## config.mk

```make
export PLATFORM = sky130hd
export DESIGN_NAME = multicycle_control_unit_flat
export DESIGN_NICKNAME = d
export VERILOG_FILES = /design/src/rtl/multicycle_control_unit_if.sv /design/src/rtl/multicycle_control_unit.sv /design/src/flat_wrapper.sv
export SDC_FILE = /design/constraint.sdc
export NUM_CORES = 1
export LEC_CHECK = 0
export CORE_UTILIZATION = 37
export DETAILED_ROUTE_END_ITERATION = 10
export PLACE_DENSITY = 0.66
export SYNTH_ARGS = -nofsm -noshare
export SYNTH_HDL_FRONTEND = slang
export SYNTH_SLANG_ARGS = --single-unit
```

## constraint.sdc

```tcl
create_clock -name clk -period 4.63 [get_ports clk]
set_input_delay 0.463 -clock clk [delete_from_list [all_inputs] [get_ports clk]]
set_output_delay 0.463 -clock clk [all_outputs]
set_load 0.1 [all_outputs]
```

## src/rtl/multicycle_control_unit_if.sv

```systemverilog
// Bus bundle between the multi-cycle control unit and its decoder, instruction
// memory, register file and data memory.
`default_nettype none

interface multicycle_control_unit_if;
  logic [15:0] inst_address;
  logic [31:0] instr_in;
  logic [31:0] ir;
  logic [2:0]  opcode;
  logic [4:0]  reg_addr_0;
  logic [4:0]  reg_addr_1;
  logic [4:0]  reg_addr_2;
  logic [14:0] addr;
  logic [4:0]  rf_read_address_0;
  logic [4:0]  rf_read_address_1;
  logic [31:0] read_data_0;
  logic [31:0] read_data_1;
  logic        rf_write_en;
  logic [4:0]  rf_write_address;
  logic [31:0] rf_write_data;
  logic        dm_write_en;
  logic [14:0] dm_address;
  logic [31:0] dm_write_data;
  logic [31:0] mem_read_data;
  logic [2:0]  state;
  logic        halted;
  logic [15:0] retired;

  modport master (
    output inst_address, ir, rf_read_address_0, rf_read_address_1,
           rf_write_en, rf_write_address, rf_write_data,
           dm_write_en, dm_address, dm_write_data, state, halted, retired,
    input  instr_in, opcode, reg_addr_0, reg_addr_1, reg_addr_2, addr,
           read_data_0, read_data_1, mem_read_data
  );

  modport slave (
    input  inst_address, ir, rf_read_address_0, rf_read_address_1,
           rf_write_en, rf_write_address, rf_write_data,
           dm_write_en, dm_address, dm_write_data, state, halted, retired,
    output instr_in, opcode, reg_addr_0, reg_addr_1, reg_addr_2, addr,
           read_data_0, read_data_1, mem_read_data
  );
endinterface

`default_nettype wire

```

## src/rtl/multicycle_control_unit.sv

```systemverilog
// Multi-cycle fetch/sequencing stage: owns PC and IR and steps each instruction
// through FETCH/DECODE/EXECUTE/MEMORY/WRITEBACK, producing RF and DM controls.
`default_nettype none

module multicycle_control_unit #(
  parameter logic [15:0] PC_RESET = 16'h0000
) (
  input  logic                       clk,
  input  logic                       rst,
  multicycle_control_unit_if.master  bus
);

  typedef enum logic [2:0] {
    FETCH     = 3'd0,
    DECODE    = 3'd1,
    EXECUTE   = 3'd2,
    MEMORY    = 3'd3,
    WRITEBACK = 3'd4,
    HALTED    = 3'd5
  } state_t;

  localparam logic [2:0] OP_NOP   = 3'b000;
  localparam logic [2:0] OP_LOAD  = 3'b001;
  localparam logic [2:0] OP_STORE = 3'b010;
  localparam logic [2:0] OP_ADD   = 3'b011;
  localparam logic [2:0] OP_SUB   = 3'b100;
  localparam logic [2:0] OP_AND   = 3'b101;
  localparam logic [2:0] OP_JUMP  = 3'b110;
  localparam logic [2:0] OP_HALT  = 3'b111;

  state_t      state_q;
  logic [15:0] pc;
  logic [31:0] ir_q;
  logic [31:0] a;
  logic [31:0] b;
  logic [31:0] aluout;
  logic [31:0] mdr;
  logic [15:0] retired_q;

  always_ff @(posedge clk) begin
    if (rst) begin
      state_q   <= FETCH;
      pc        <= PC_RESET;
      ir_q      <= 32'd0;
      a         <= 32'd0;
      b         <= 32'd0;
      aluout    <= 32'd0;
      mdr       <= 32'd0;
      retired_q <= 16'd0;
    end else begin
      case (state_q)
        FETCH: begin
          ir_q    <= bus.instr_in;
          state_q <= DECODE;
        end
        DECODE: begin
          a  <= bus.read_data_0;
          b  <= bus.read_data_1;
          pc <= pc + 16'd1;
          case (bus.opcode)
            OP_NOP: begin
              retired_q <= retired_q + 16'd1;
              state_q   <= FETCH;
            end
            OP_JUMP: begin
              // Later assignment wins over the PC increment above.
              pc        <= {1'b0, bus.addr};
              retired_q <= retired_q + 16'd1;
              state_q   <= FETCH;
            end
            OP_HALT: begin
              retired_q <= retired_q + 16'd1;
              state_q   <= HALTED;
            end
            default: state_q <= EXECUTE;
          endcase
        end
        EXECUTE: begin
          case (bus.opcode)
            OP_ADD: begin
              aluout  <= a + b;
              state_q <= WRITEBACK;
            end
            OP_SUB: begin
              aluout  <= a - b;
              state_q <= WRITEBACK;
            end
            OP_AND: begin
              aluout  <= a & b;
              state_q <= WRITEBACK;
            end
            OP_LOAD, OP_STORE: state_q <= MEMORY;
            default:           state_q <= FETCH;
          endcase
        end
        MEMORY: begin
          if (bus.opcode == OP_LOAD) begin
            mdr     <= bus.mem_read_data;
            state_q <= WRITEBACK;
          end else begin
            retired_q <= retired_q + 16'd1;
            state_q   <= FETCH;
          end
        end
        WRITEBACK: begin
          retired_q <= retired_q + 16'd1;
          state_q   <= FETCH;
        end
        HALTED:  state_q <= HALTED;
        default: state_q <= FETCH;
      endcase
    end
  end

  assign bus.inst_address      = pc;
  assign bus.ir                = ir_q;
  assign bus.rf_read_address_0 = (bus.opcode == OP_STORE) ? bus.reg_addr_0 : bus.reg_addr_1;
  assign bus.rf_read_address_1 = bus.reg_addr_2;

  // Strobes are masked by rst so a write pending at a reset edge is dropped.
  assign bus.rf_write_en      = (state_q == WRITEBACK) && !rst;
  assign bus.rf_write_address = bus.reg_addr_0;
  assign bus.rf_write_data    = (bus.opcode == OP_LOAD) ? mdr : aluout;
  assign bus.dm_write_en      = (state_q == MEMORY) && (bus.opcode == OP_STORE) && !rst;
  assign bus.dm_address       = bus.addr;
  assign bus.dm_write_data    = a;

  assign bus.state   = state_q;
  assign bus.halted  = (state_q == HALTED);
  assign bus.retired = retired_q;

endmodule

`default_nettype wire
```

## src/flat_wrapper.sv

```systemverilog
// flat-port wrapper written by rule: the top's interface ports become plain ports
module multicycle_control_unit_flat 
#(
  parameter logic [15:0] PC_RESET = 16'h0000
)
  (clk, rst, bus_inst_address, bus_ir, bus_rf_read_address_0, bus_rf_read_address_1, bus_rf_write_en, bus_rf_write_address, bus_rf_write_data, bus_dm_write_en, bus_dm_address, bus_dm_write_data, bus_state, bus_halted, bus_retired, bus_instr_in, bus_opcode, bus_reg_addr_0, bus_reg_addr_1, bus_reg_addr_2, bus_addr, bus_read_data_0, bus_read_data_1, bus_mem_read_data);
  multicycle_control_unit_if bus_i ();
  input  logic clk;
  input  logic rst;
  output wire logic [$bits(bus_i.inst_address)-1:0] bus_inst_address;
  output wire logic [$bits(bus_i.ir)-1:0] bus_ir;
  output wire logic [$bits(bus_i.rf_read_address_0)-1:0] bus_rf_read_address_0;
  output wire logic [$bits(bus_i.rf_read_address_1)-1:0] bus_rf_read_address_1;
  output wire logic [$bits(bus_i.rf_write_en)-1:0] bus_rf_write_en;
  output wire logic [$bits(bus_i.rf_write_address)-1:0] bus_rf_write_address;
  output wire logic [$bits(bus_i.rf_write_data)-1:0] bus_rf_write_data;
  output wire logic [$bits(bus_i.dm_write_en)-1:0] bus_dm_write_en;
  output wire logic [$bits(bus_i.dm_address)-1:0] bus_dm_address;
  output wire logic [$bits(bus_i.dm_write_data)-1:0] bus_dm_write_data;
  output wire logic [$bits(bus_i.state)-1:0] bus_state;
  output wire logic [$bits(bus_i.halted)-1:0] bus_halted;
  output wire logic [$bits(bus_i.retired)-1:0] bus_retired;
  input wire logic [$bits(bus_i.instr_in)-1:0] bus_instr_in;
  input wire logic [$bits(bus_i.opcode)-1:0] bus_opcode;
  input wire logic [$bits(bus_i.reg_addr_0)-1:0] bus_reg_addr_0;
  input wire logic [$bits(bus_i.reg_addr_1)-1:0] bus_reg_addr_1;
  input wire logic [$bits(bus_i.reg_addr_2)-1:0] bus_reg_addr_2;
  input wire logic [$bits(bus_i.addr)-1:0] bus_addr;
  input wire logic [$bits(bus_i.read_data_0)-1:0] bus_read_data_0;
  input wire logic [$bits(bus_i.read_data_1)-1:0] bus_read_data_1;
  input wire logic [$bits(bus_i.mem_read_data)-1:0] bus_mem_read_data;
  assign bus_inst_address = bus_i.inst_address;
  assign bus_ir = bus_i.ir;
  assign bus_rf_read_address_0 = bus_i.rf_read_address_0;
  assign bus_rf_read_address_1 = bus_i.rf_read_address_1;
  assign bus_rf_write_en = bus_i.rf_write_en;
  assign bus_rf_write_address = bus_i.rf_write_address;
  assign bus_rf_write_data = bus_i.rf_write_data;
  assign bus_dm_write_en = bus_i.dm_write_en;
  assign bus_dm_address = bus_i.dm_address;
  assign bus_dm_write_data = bus_i.dm_write_data;
  assign bus_state = bus_i.state;
  assign bus_halted = bus_i.halted;
  assign bus_retired = bus_i.retired;
  assign bus_i.instr_in = bus_instr_in;
  assign bus_i.opcode = bus_opcode;
  assign bus_i.reg_addr_0 = bus_reg_addr_0;
  assign bus_i.reg_addr_1 = bus_reg_addr_1;
  assign bus_i.reg_addr_2 = bus_reg_addr_2;
  assign bus_i.addr = bus_addr;
  assign bus_i.read_data_0 = bus_read_data_0;
  assign bus_i.read_data_1 = bus_read_data_1;
  assign bus_i.mem_read_data = bus_mem_read_data;
  multicycle_control_unit #(.PC_RESET(PC_RESET)) u_core (.clk(clk), .rst(rst), .bus(bus_i));
endmodule
```

==> results.py, run 1 <==
metrics = {
    "yosys": {
        "netlist.area_leader.share": 0.3633,
        "yosysWarnings": 0,
        "ys_seq_elements": 195,
        "post-synth-top-area-cell": "dfxtp_1",
        "synth.area.top_cells": "dfxtp_1, nand2_1, a21oi_1, ha_1, nor2_1",
        "synth.distinct_cells": 71,
        "synthesis.area_um2": 10740,
        "syn-mean-instance-area_um2": 7.334,
        "synth_async_sr_flop_share": 0,
        "synth_top_flop_cell": "dfxtp_1",
        "synth.net_count": 1664,
        "synth-edff-count": 0,
        "synth_cells": 1465,
        "yosysSeqAreaShare": 0.3633,
    },
    "clock_tree": {
        "clk-insertion-delay-late_ns": 0.43,
        "path_clk_slew_ns": 0.08,
        "htree_levels": 4,
        "cts_hold_buf": 0,
        "cts_tree": "done",
        "clkSinkCount": 195,
        "cts_buffer_depth": 2,
        "cts-root-buf": "clkbuf_16",
        "cts_buffers": 17,
    },
    "timing": {
        "setup_viol": 0,
        "min_period_over_period": 0.9363,
        "tightest_slew_ns": 1.239,
        "hold_viol": 0,
        "slew_viol_final": 0,
        "finalCriticalPeriod_ns": 4.335,
        "fmax_ghz": 0.2307,
        "finClkSkew_ns": 0.01788,
        "rsz0062_at_grt": "false",
        "timing.slew.headroom": 0.1733,
        "fin_hold_ws_ns": 0.4340,
    },
    "worst_setup_path": {
        "slowest_stage": "or4b_1",
        "end_kind": "flop",
        "worst-path-buf-inv": 1,
        "crit_type": "reg -> reg",
        "slowest_delay_ns": 0.51,
        "path_delay_family": "simple AND/OR/NAND/NOR gates",
        "startpoint": "u_core.b[1]",
        "critPathRequiredTime_ns": 4.95,
        "path_max_fanout": 5,
        "start_kind": "flop",
        "reg2reg_from": "u_core.b[1]",
        "cp.arrival_ns": 4.66,
        "crit_chain": "inv_1 -> ha_1 -> or4b_1 -> nand3b_1 -> nand2b_1 -> or2_4 -> o41ai_2 -> xor2_1 -> ha_1 -> and3_2 -> nand2_1 -> or3_1 -> o311ai_4 -> a31oi_1 -> xor2_1 -> a2111oi_2",
    },
    "detailed_routing": {
        "antenna_left": 0,
        "drc_errors": 0,
        "drt_iter0_drc": 924,
        "num_vias": 10924,
        "drt-total-wl_um": 34430,
        "wl_per_cell_um": 16.40,
        "drtPass1Iterations": 5,
        "vias_per_cell": 5.204,
    },
    "die": {
        "core_area_um2": 28630,
        "start_util": 0.3753,
        "die_area_um2": 29720,
        "chipHeight_um": 172.4,
        "io_pins": 327,
        "die_x_um": 172.4,
        "num_rows": 62,
    },
    "place": {
        "port_buffers": 316,
        "place_congestion": 0.8973,
        "place_inst": 2065,
        "dp_hpwl_um": 25170,
    },
    "finish": {
        "area_growth_pct": 35.58,
        "fillerInstances": 2739,
        "fin_cells": 2099,
        "drive_gt1_frac": 0.07755,
        "fin_util": 0.5089,
        "antenna_cells": 0,
        "fin_nets": 1901,
    },
    "power_and_ir_drop": {
        "p_per_area_nw_per_um2": 390.9,
        "leakage_nw": 5.683,
        "max-vdd-ir-drop_uv": 234.0,
    },
    "hold_path": {
        "hold_class": "in -> reg",
        "hp-start": "rst",
    },
    "grt": {
        "grt_max_degree": 82,
        "grt_pass1_vias": 9677,
        "grt_overflow": 0,
        "grt.total_usage": 0.2219,
        "grt_pass1_wl_um": 51930,
        "grt_antenna_before_repair": 0,
    },
    "job": {
        "drv_cap": 0,
    },
    "outcome": {
        "status": "complete, no violations",
    },
}
cell type report:
cell class,count,area (µm²),area share
multi-input cells,1139,6297,0.4323
flip-flops and latches,195,3904,0.2680
repair buffers,338,3234,0.2220
well taps,384,480.5,0.03298
clock buffers,17,425.4,0.02920
clock inverters,15,183.9,0.01263
inverters,11,41.29,0.002835
synth_stat cells (all sizes together), types with 2 or more instances:
cell type	n
a2111oi	6
a211oi	14
a21boi	3
a21o	15
a21oi	186
a22oi	8
a311oi	14
a31o	2
a31oi	20
a41oi	3
and2	10
and3	16
and4	5
buf	28
clkbuf	92
dfxtp	195
ha	35
inv	11
mux2	6
mux2i	6
nand2	420
nand2b	11
nand3	30
nand3b	6
nand4	13
nor2	108
nor2b	9
nor3	20
nor3b	4
nor4	2
o2111ai	2
o211ai	6
o21a	5
o21ai	42
o21bai	5
o22ai	4
o31ai	8
o41ai	4
or2	2
or3	5
or4	3
or4b	2
xnor2	29
xor2	39
logic make-up after synthesis:
group | after synthesis | synth area share
compound gates | 353 | 0.1976
fa+ha+maj | 36 | 0.04262
flops | 195 | 0.3633
xor+xnor | 68 | 0.05613
mux | 12 | 0.01188
buf+inv | 131 | 0.05834
simple gates | 670 | 0.2701
placed cells by master (no fill, tap or decap), drive strengths merged, types with 7 or more instances in the layout:
master / n
a211oi: 14
o31ai: 8
and2: 10
and3: 16
nand3: 30
a311oi: 14
xor2: 39
dfxtp: 195
a21o: 15
nor2: 108
a22oi: 8
ha: 35
nand2b: 11
clkdlybuf4s50: 277
nor3: 20
clkinv: 7
buf: 61
clkbuf: 17
nand4: 13
a31oi: 20
nor2b: 9
nand2: 420
o21ai: 42
xnor2: 29
inv: 17
a21oi: 186
path summary, 6_finish.rpt:
check,to,slack [ns],cells past startpoint
max,u_core.aluout[28],0.29,16
min,u_core.bus.ir[6],0.43,2
max reg2reg,u_core.aluout[28],0.29,16
min reg2reg,u_core.bus.ir[19],0.46,2
per-stage QoR:
stage                      TNS, ns  area, µm²  total power, W  worst slack (ns)
final                            0      14570        0.005693            0.2950
after global routing             0      14570        0.005973          0.004491
after CTS                        0      14510        0.005690          0.003619
after detailed placement  -0.04103      13890        0.004162          -0.04103
after global placement           0      13890        0.004146            0.1186
after floorplan                  0      10740        0.003599            0.3785
per-layer routing:
layer | track usage | up-vias | part of all wire
met3 | 0.03479 | 31 | 0.064
met4 | 0.06079 | 0 | 0.016
li1 | - | 5475 | -
met1 | 0.3132 | 5045 | 0.47
met5 | 0 | - | 0
met2 | 0.3477 | 373 | 0.45
power breakdown:
| group | total, W | internal (W) | switching [W] |
|---|---|---|---|
| Clock | 0.00151 | 0.000737 | 0.000777 |
| Sequential | 0.00191 | 0.00178 | 0.000126 |
| Combinational | 0.00227 | 0.000759 | 0.00151 |
| Total | 0.00569 | 0.00328 | 0.00242 |
registers in the layout, indices dropped and copies added (netlist names):
register and cells:
u_core.bus.inst_address 16, u_core.mdr 32, u_core.bus.dm_write_data 32, u_core.bus.retired 16, u_core.b 32, u_core.aluout 32, u_core.bus.ir 32, u_core.bus.state 3
timing repair:
action,in CTS,in global routing
pin swaps,0,1
setup buffers,0,2
endpoints found under the setup margin,1,5
gates resized for setup,1,9
Note: power is estimated with default switching activity, not from simulation.
==> run 2: changes to the inputs <==
SKIP_CTS_REPAIR_TIMING = 1   (was unset)
==> results of run 2 <==
No change in the layout: final DEF, timing and power equal those of run 1.
